$ cat config.mk
export PLATFORM = sky130hd
export DESIGN_NAME = regfile_param
export DESIGN_NICKNAME = d
export VERILOG_FILES = /design/src/rtl/regfile_param.sv
export SDC_FILE = /design/constraint.sdc
export NUM_CORES = 2
export LEC_CHECK = 0
export BUFFER_PORTS_ARGS = -buffer_cell sky130_fd_sc_hd__buf_2
export CORE_MARGIN = 4
export CORE_UTILIZATION = 50
export DETAILED_ROUTE_END_ITERATION = 10
export PLACE_DENSITY = 0.76
export RECOVER_POWER = 100
export SYNTH_ARGS = -nofsm -noshare
export SYNTH_HDL_FRONTEND = slang
export SYNTH_SLANG_ARGS = --single-unit
$ cat constraint.sdc
create_clock -name clk -period 5.1 [get_ports clk]
set_clock_uncertainty 0.1 [all_clocks]
set_input_delay 0.51 -clock clk [delete_from_list [all_inputs] [get_ports clk]]
set_output_delay 0.51 -clock clk [all_outputs]
set_load 0.05 [all_outputs]
$ cat src/rtl/regfile_param.sv
// regfile_param: DEPTH x WIDTH register file with one synchronous write port
// and two combinational read ports. The file has an optional hardwired-zero
// register and optional same-cycle write-to-read forwarding. Addresses at or
// above DEPTH are ignored on both the write port and the read ports.
module regfile_param #(
   parameter int WIDTH    = 64,
   parameter int DEPTH    = 32,
   parameter int ZERO_REG = 31,
   parameter int BYPASS   = 1,
   parameter int ADDR_W   = $clog2(DEPTH)
) (
   input  logic              clk,
   input  logic              reset,
   input  logic              RegWrite,
   input  logic [ADDR_W-1:0] WriteRegister,
   input  logic [WIDTH-1:0]  WriteData,
   input  logic [ADDR_W-1:0] ReadRegister1,
   input  logic [ADDR_W-1:0] ReadRegister2,
   output logic [WIDTH-1:0]  ReadData1,
   output logic [WIDTH-1:0]  ReadData2
);

   // An address is "live" when it names a real register other than the
   // hardwired zero. The comparison is done at full integer width so that an
   // out-of-range address is never truncated onto a real register.
   function automatic logic addr_live(input logic [ADDR_W-1:0] a);
      return (int'(a) < DEPTH) && (int'(a) != ZERO_REG);
   endfunction

   logic [WIDTH-1:0]  regs [DEPTH];
   logic [DEPTH-1:0]  wr_sel;
   logic [ADDR_W-1:0] rd_addr [2];
   logic [WIDTH-1:0]  rd_data [2];

   assign rd_addr[0] = ReadRegister1;
   assign rd_addr[1] = ReadRegister2;
   assign ReadData1  = rd_data[0];
   assign ReadData2  = rd_data[1];

   // Decode the write port into one enable per register.
   always_comb begin
      // NOTE: every signal written in always_comb gets a default first, so no
      // path through the block can leave it unassigned and infer a latch.
      wr_sel = '0;
      for (int i = 0; i < DEPTH; i++) begin
         wr_sel[i] = RegWrite && addr_live(WriteRegister) && (int'(WriteRegister) == i);
      end
   end

   // Storage: each register either loads WriteData or recirculates its value.
   always_ff @(posedge clk or negedge reset) begin
      if (!reset) begin
         // NOTE: the whole array is cleared by the async reset because the
         // file must read all-zero the instant reset asserts. That makes it
         // flops rather than a RAM macro, which is intended for this size.
         for (int i = 0; i < DEPTH; i++) begin
            regs[i] <= '0;
         end
      end else begin
         for (int i = 0; i < DEPTH; i++) begin
            // NOTE: state is updated with non-blocking assignments only, so
            // every register samples the pre-edge values of its inputs.
            if (wr_sel[i]) begin
               regs[i] <= WriteData;
            end
         end
      end
   end

   // Read muxes. Dead addresses and reset force 0. Otherwise a matching
   // write in the same cycle is forwarded (when BYPASS is set). Otherwise
   // the stored value is returned.
   always_comb begin
      for (int p = 0; p < 2; p++) begin
         rd_data[p] = '0;
         if (reset && addr_live(rd_addr[p])) begin
            if ((BYPASS != 0) && RegWrite && (WriteRegister == rd_addr[p])) begin
               rd_data[p] = WriteData;
            end else begin
               rd_data[p] = regs[rd_addr[p]];
            end
         end
      end
   end

endmodule

After elaboration in Yosys (flattened, before gate mapping) --
Cells that the tools add are included.
Storage, ports and cells: output and inout bits 128, ROM bits 0, memories kept 0, register bits after elaboration 2048, memory bits (writable) 0, latch bits 0
Operators by class: equality and inequality tests 36, order comparisons 2, reductions and logical operators 38, shift operators 0, multiplexer cells 10, div/mod/pow operators 0, add/subtract/negate cells 0, $mul 0, bitwise gates (word level) 2
Operator list (count):
- 64-bit binary-select mux with 5-bit select | 2
- 64-bit 2-to-1 mux | 8
- 5-bit == test (second input constant) | 16
- 5-bit by 4-bit == test with 1-bit output (second input constant) | 8
- 1-bit logical AND | 37
- 5-bit by 3-bit == test with 1-bit output (second input constant) | 4
- 5-bit by 1-bit != test with 1-bit output (second input constant) | 3
- 6-bit greater-or-equal comparator (second input constant) | 2
- 5-bit inverter with 6-bit output | 2
- 5-bit by 2-bit == test with 1-bit output (second input constant) | 2
- 5-bit == test | 2
- 5-bit by 1-bit == test with 1-bit output (second input constant) | 1
- 5-bit logical NOT | 1

Depth between registers and ports, before layout --
depth after elaboration 6, depth in mapped cells 10, mapped depth without buffers 5

Worst setup path before layout --
OpenSTA, ideal clock, no wires.
path type in2out, start input ReadRegister2[0], end output ReadData2[34], required time 4490 ps, arrival 3255 ps, buffers on the path 5, stages on the path 9, setup slack 1235 ps, path through buf_6 -> buf_6 -> buf_6 -> buf_6 -> buf_6 -> nor3_1 -> o31ai_1 -> a21oi_1 -> nor4_1
Between the ends: cells in the longest elaborated chain, start to end 6
Ends and longest elaborated chain:
- start, declared | line 18 | input logic [ADDR_W-1:0] ReadRegister2,
- 5-bit inverter with 6-bit output (not written as such) | line 80 | rd_data[p] = regs[rd_addr[p]];
- 64-bit binary-select mux with 5-bit select | line 80
- 64-bit 2-to-1 mux (not written as such) (2 in a row) | line 80
- 64-bit 2-to-1 mux | line 77 | if ((BYPASS != 0) && RegWrite && (WriteRegister == rd_addr[p])) begin
- 64-bit 2-to-1 mux (*) | line 76 | if (reset && addr_live(rd_addr[p])) begin
- end, declared | line 20 | output logic [WIDTH-1:0] ReadData2
Mark *: on every way between the ends. The rest lies on a longest branch, timed or not. The select of a mux whose other input is x is not followed.

Worst setup path after layout --
start input WriteRegister[1], end register regs[1001] in the netlist's numbering
Between the ends: cells in the longest elaborated chain, start to end 3
Ends and longest elaborated chain:
- start, declared | line 15 | input logic [ADDR_W-1:0] WriteRegister,
- 5-bit by 1-bit != test with 1-bit output | line 27 | return (int'(a) < DEPTH) && (int'(a) != ZERO_REG);
- 1-bit logical AND | line 46 | wr_sel[i] = RegWrite && addr_live(WriteRegister) && (int'(WriteRegister) == i);
- 1-bit logical AND (*) | line 46
- end signal, assigned by index | line 64 | regs[i] <= WriteData;
- end, declared | line 30 | logic [WIDTH-1:0] regs [DEPTH];
Mark *: on every way between the ends. The rest lies on a longest branch, timed or not. A chain may end at the register's enable or synchronous reset.

==> run summary <==
The placeable core region is 215300 um^2. The first global-routing pass estimated 511100 um of wire. In the post-synthesis netlist, the biggest area contributors are sky130_fd_sc_hd__dfrtp_1 (47%), sky130_fd_sc_hd__mux2_2 (20%), sky130_fd_sc_hd__mux4_2 (19%). In the routed design, unresolved DRC markers number 0. The synthesized-area fraction occupied by ao, oa, aoi and oai cells was 0.04969. The number of distinct library cells after synthesis is 61.

The proportion of total power due to net switching is 0.2811. The sequential cells in the finished layout cover a total of 51250 um^2. sky130_fd_sc_hd__dfrtp_1 takes more of the synthesized area than any other cell. The fraction of synthesis flops using an asynchronous set or reset pin is 1.000.

The total I/O pin count is 210. The highest metal layer used by the detailed router is met5. Of the total synthesized cell area, the portion taken by full adders, half adders and majority gates is 0. When the netlist entered floorplanning its net count stood at 7397. Setup violations remaining at the end of the flow were counted as 0. The least setup slack across all paths after layout is 85.93 ps. The detailed route wirelength on metal2 came out at 159900 um.

The number of flip-flops in the largest register came out at 2048. The area of the multi-input gates is 53040 um^2. The worst setup path is launched from a primary input. In the routed layout, each cell is associated on average with a via count of 7.147.

The number of flops mapped to enable cells by yosys came out at 0. The total placed instance area is 112500 um^2. The number of antenna violations at the first check in global routing is 35. The min-delay analysis places its worst path in the category primary input to async pin. For this block, the routed nets add up to 346200 um of wire. The slack of the worst reg-to-reg path is 4110 ps. The total global routing track utilization is 0.3075. Along the worst path, the maximum fanout reaches 36. Across the run, the number of max-cap violations was 66. The overall via count from detail_route is 72270. The layout-stage area growth over the synthesis result came out at 9.066%. The buffer type at the clock tree root is sky130_fd_sc_hd__clkbuf_16. By area, the combinational part of the netlist is dominated by multiplexers. The checks that failed: max-capacitance violations, max-slew violations. Of the total synthesized cell area, the portion taken by XOR and XNOR cells is 0.0008077. The floorplan die width is 473.7 um.

The total number of H-tree levels is 4. The count of placed standard cells in the final layout, fillers left out is 10110. The overall die height is 473.7 um. Once the clock tree was built, the resizer swapped 0 gates to a different size. The violation count after the first detailed-routing iteration came out at 8899. The reg-to-reg critical path startpoint is regs[752]$_DFFE_PN0P_. Headroom to the max-slew limit came out at -1.531. The final RePlAce weighted congestion is 0.8609. The number of cells on the worst reg-to-reg path is 1. The worst setup path is of the primary input to flip-flop kind.

In the final timing run, aggregate negative setup slack is 0 ps. The via count of the first global-routing pass was 74680. The register with the most flip-flops is regs. The register bit total from synthesis came out at 2048.

The reg-to-reg endpoint is regs[752]$_DFFE_PN0P_. The residual overflow from global routing came out at 0. The power spent charging and discharging nets came out at 13250 uW. The synthesized instance count came out at 7315.

Of the total synthesized cell area, the portion taken by AND, OR, NAND and NOR gates is 0.02078. The total clock buffers created by CTS is 210. Counting tap cells, the placed design contains a total of 9704 instances.

The clock passes through at most 3 buffers. The total iterations of the first detailed-routing run is 7. Based on the critical path, the design can be clocked at up to 199.4 MHz. The share of the core filled with cells is 0.5495. TritonCTS built the clock tree. The startpoint of the worst setup timing path is WriteRegister[1]. The clock sink count came out at 2048. The CTS clock-pin slew for the worst setup and hold paths is 60 ps. The count of antenna-violating nets left after detailed routing is 0. The number of nets in the finished design is 7161.

The flow ran to the end, but the final reports show violations. The portion of total power attributed to the clock network is 0.335. The internal power summed over all cells is 33880 uW.

The detailed placer's ending HPWL is 194400 um. The pre-CTS setup slack is 591.1 ps. The final count of pins violating max slew is 2633.

The critical path ends at regs[1001]$_DFFE_PN0P_. The total power divided by cell area came out at 398.5 nW/um^2. The average footprint of a synthesized cell came out at 14.82 um^2. Setup repair after global routing left no endpoint under its margin.

The met1 layer wirelength in the final routing is 126100 um. Detailed routing placed a total of 37650 um of wire on met3. Data arrives at the worst endpoint at 5640 ps.

With fillers left out, the area of the finished cells amounts to 118300 um^2. The actual slew at the worst max-slew pin is 3788 ps. The number of warnings printed during yosys synthesis is 0. After synthesis the cells add up to 108400 um^2. The number of hold-slack violations in the final timing report was 0. Across the VDD grid, the largest voltage drop is 0.3934 mV. The average wire length per cell after detail routing came out at 34.23 um. Entering global routing, the biggest net connects 169 pins.

The period utilization is 0.9832. The share of Yosys cell area claimed by the top area cell type is 0.4726. The initial standard-cell utilization of the core is 0.5038. The data required time at the worst endpoint came out at 5730 ps. For the worst-skew pair, the clock arrives at the later sink with an insertion delay of 890 ps.

Of the synthesized area, sequential elements account for 0.4726. Buffers placed on the I/O ports in this run total 209. The clock period could shrink to 5014 ps. The worst setup path is captured at a flip-flop. The floorplan step defined a die boundary enclosing 224400 um^2. The filler cells instantiated in the layout total 16900.

The reported leakage power came out at 0.05068 uW. The share of total power dissipated in combinational logic is 0.204. The multiplexer fraction of the synthesized cell area is 0.4184.

In the final layout, the registers with the most flip-flops are regs (2048). The part of the total power dissipated in sequential elements is 0.461. The share of layout cells above drive strength 1 came out at 0.4780. The floorplan has 170 rows. In the synthesized netlist the dominant register cell turns out to be sky130_fd_sc_hd__dfrtp_1.
## power by group through the flow
stage	clock [uW]	sequential (uW)	combinational, uW
after floorplan	0	21000	7490
after global placement	0	21500	9390
after detailed placement	0	21800	9690
after CTS	15900	21600	9740
after global routing	16600	22000	10200
final	15800	21700	9610
## layout make-up
type / count / area share
clock inverter: 68 / 0.006591
multi-input combinational: 4392 / 0.4485
antenna: 23 / 0.0004866
clock buffer: 316 / 0.05323
tap: 2838 / 0.03002
inverter: 6 / 0.0002116
timing repair buffer: 421 / 0.02769
sequential: 2048 / 0.4333
## placed cells by master, fill, tap and decap left out, drive strengths merged, types with 11 or more instances in the layout
master  netlist  final
nor3         12     12
nor2         55     55
clkinv        1     51
nor4         45     45
diode         0     23
o21ai        25     25
a22o         49     49
a211oi       84     84
mux2i       275    275
nand2       291    291
mux4        900    900
a21oi        67     67
buf         423    250
dfrtp      2048   2048
clkbuf      446    486
o22ai       209    209
a32o         70     70
o221ai       65     65
mux2       1969   1969
nor2b        11     11
a22oi       139    139
nand3        56     56
## kinds of logic (layout without fill, tap and decap cells)
group	after synthesis	after routing
and+or+nand+nor	501	501
muxes	3144	3144
DFF	2048	2048
other	0	23
AOI/OAI and AO/OA	737	737
xor gates and xnor gates	10	10
buffers and inverters	875	811
## routing by layer
metal,vias up,track usage
met5,-,0
met3,1213,0.08427
met4,10,0.1735
met1,38360,0.3968
li1,27950,-
met2,4731,0.4719
## cell usage after synthesis (5+ instances only)
cell                        instances
sky130_fd_sc_hd__mux4_2           900
sky130_fd_sc_hd__clkbuf_1         445
sky130_fd_sc_hd__nand2b_1           8
sky130_fd_sc_hd__nand2_1          291
sky130_fd_sc_hd__nor2_1            48
sky130_fd_sc_hd__a211oi_1          84
sky130_fd_sc_hd__mux2_2          1909
sky130_fd_sc_hd__dfrtp_1         2048
sky130_fd_sc_hd__buf_2            321
sky130_fd_sc_hd__nand3_1           56
sky130_fd_sc_hd__a21oi_1           67
sky130_fd_sc_hd__o22ai_1          209
sky130_fd_sc_hd__a22o_1            49
sky130_fd_sc_hd__buf_6             25
sky130_fd_sc_hd__nor3_1             9
sky130_fd_sc_hd__nand4_1            5
sky130_fd_sc_hd__buf_1             29
sky130_fd_sc_hd__o2111ai_1          5
sky130_fd_sc_hd__a22oi_1          139
sky130_fd_sc_hd__o21ai_0           21
sky130_fd_sc_hd__mux2_1            12
sky130_fd_sc_hd__mux2i_1          275
sky130_fd_sc_hd__nor4_1            43
sky130_fd_sc_hd__buf_4             45
sky130_fd_sc_hd__nor2b_1           11
sky130_fd_sc_hd__xnor2_1           10
sky130_fd_sc_hd__nor2_2             7
sky130_fd_sc_hd__o32ai_1            6
sky130_fd_sc_hd__a32o_1            70
sky130_fd_sc_hd__o221ai_1          65
sky130_fd_sc_hd__a31oi_1            5
sky130_fd_sc_hd__mux2_4            48
## worst max-delay path, cell delays in order
cell and delay, ps:
sky130_fd_sc_hd__clkbuf_1 820, sky130_fd_sc_hd__nor2_1 180, sky130_fd_sc_hd__nand2_1 2710, sky130_fd_sc_hd__clkbuf_2 930
sky130_fd_sc_hd__mux2_2 400
## how the worst min path moves through the flow
stage	from	end	slack [ps]	depth (start not counted)
after floorplan	reset	regs[0]$_DFFE_PN0P_	110	0
after global placement	regs[43]$_DFFE_PN0P_	regs[43]$_DFFE_PN0P_	280	0
after CTS	WriteData[39]	regs[1191]$_DFFE_PN0P_	50	2
after detailed placement	regs[22]$_DFFE_PN0P_	regs[22]$_DFFE_PN0P_	290	0
after global routing	reset	regs[892]$_DFFE_PN0P_	80	2
final	reset	regs[1020]$_DFFE_PN0P_	50	2
## repair_timing
| action | 4_1_cts | 5_1_grt |
|---|---|---|
| hold buffers | 1 | 0 |
| endpoints found under the setup margin | 0 | 0 |
| endpoints found under the hold margin | 46 | 0 |
| setup buffers | 0 | 0 |
## through the flow
step / power (uW) / hold slack [ps]
final: 47130 / 46.99
after global routing: 48840 / 76.40
after floorplan: 28490 / 114.4
after global placement: 30920 / 279.8
after CTS: 47210 / 49.90
after detailed placement: 31520 / 285.8
(Power assumes the default switching activity.)
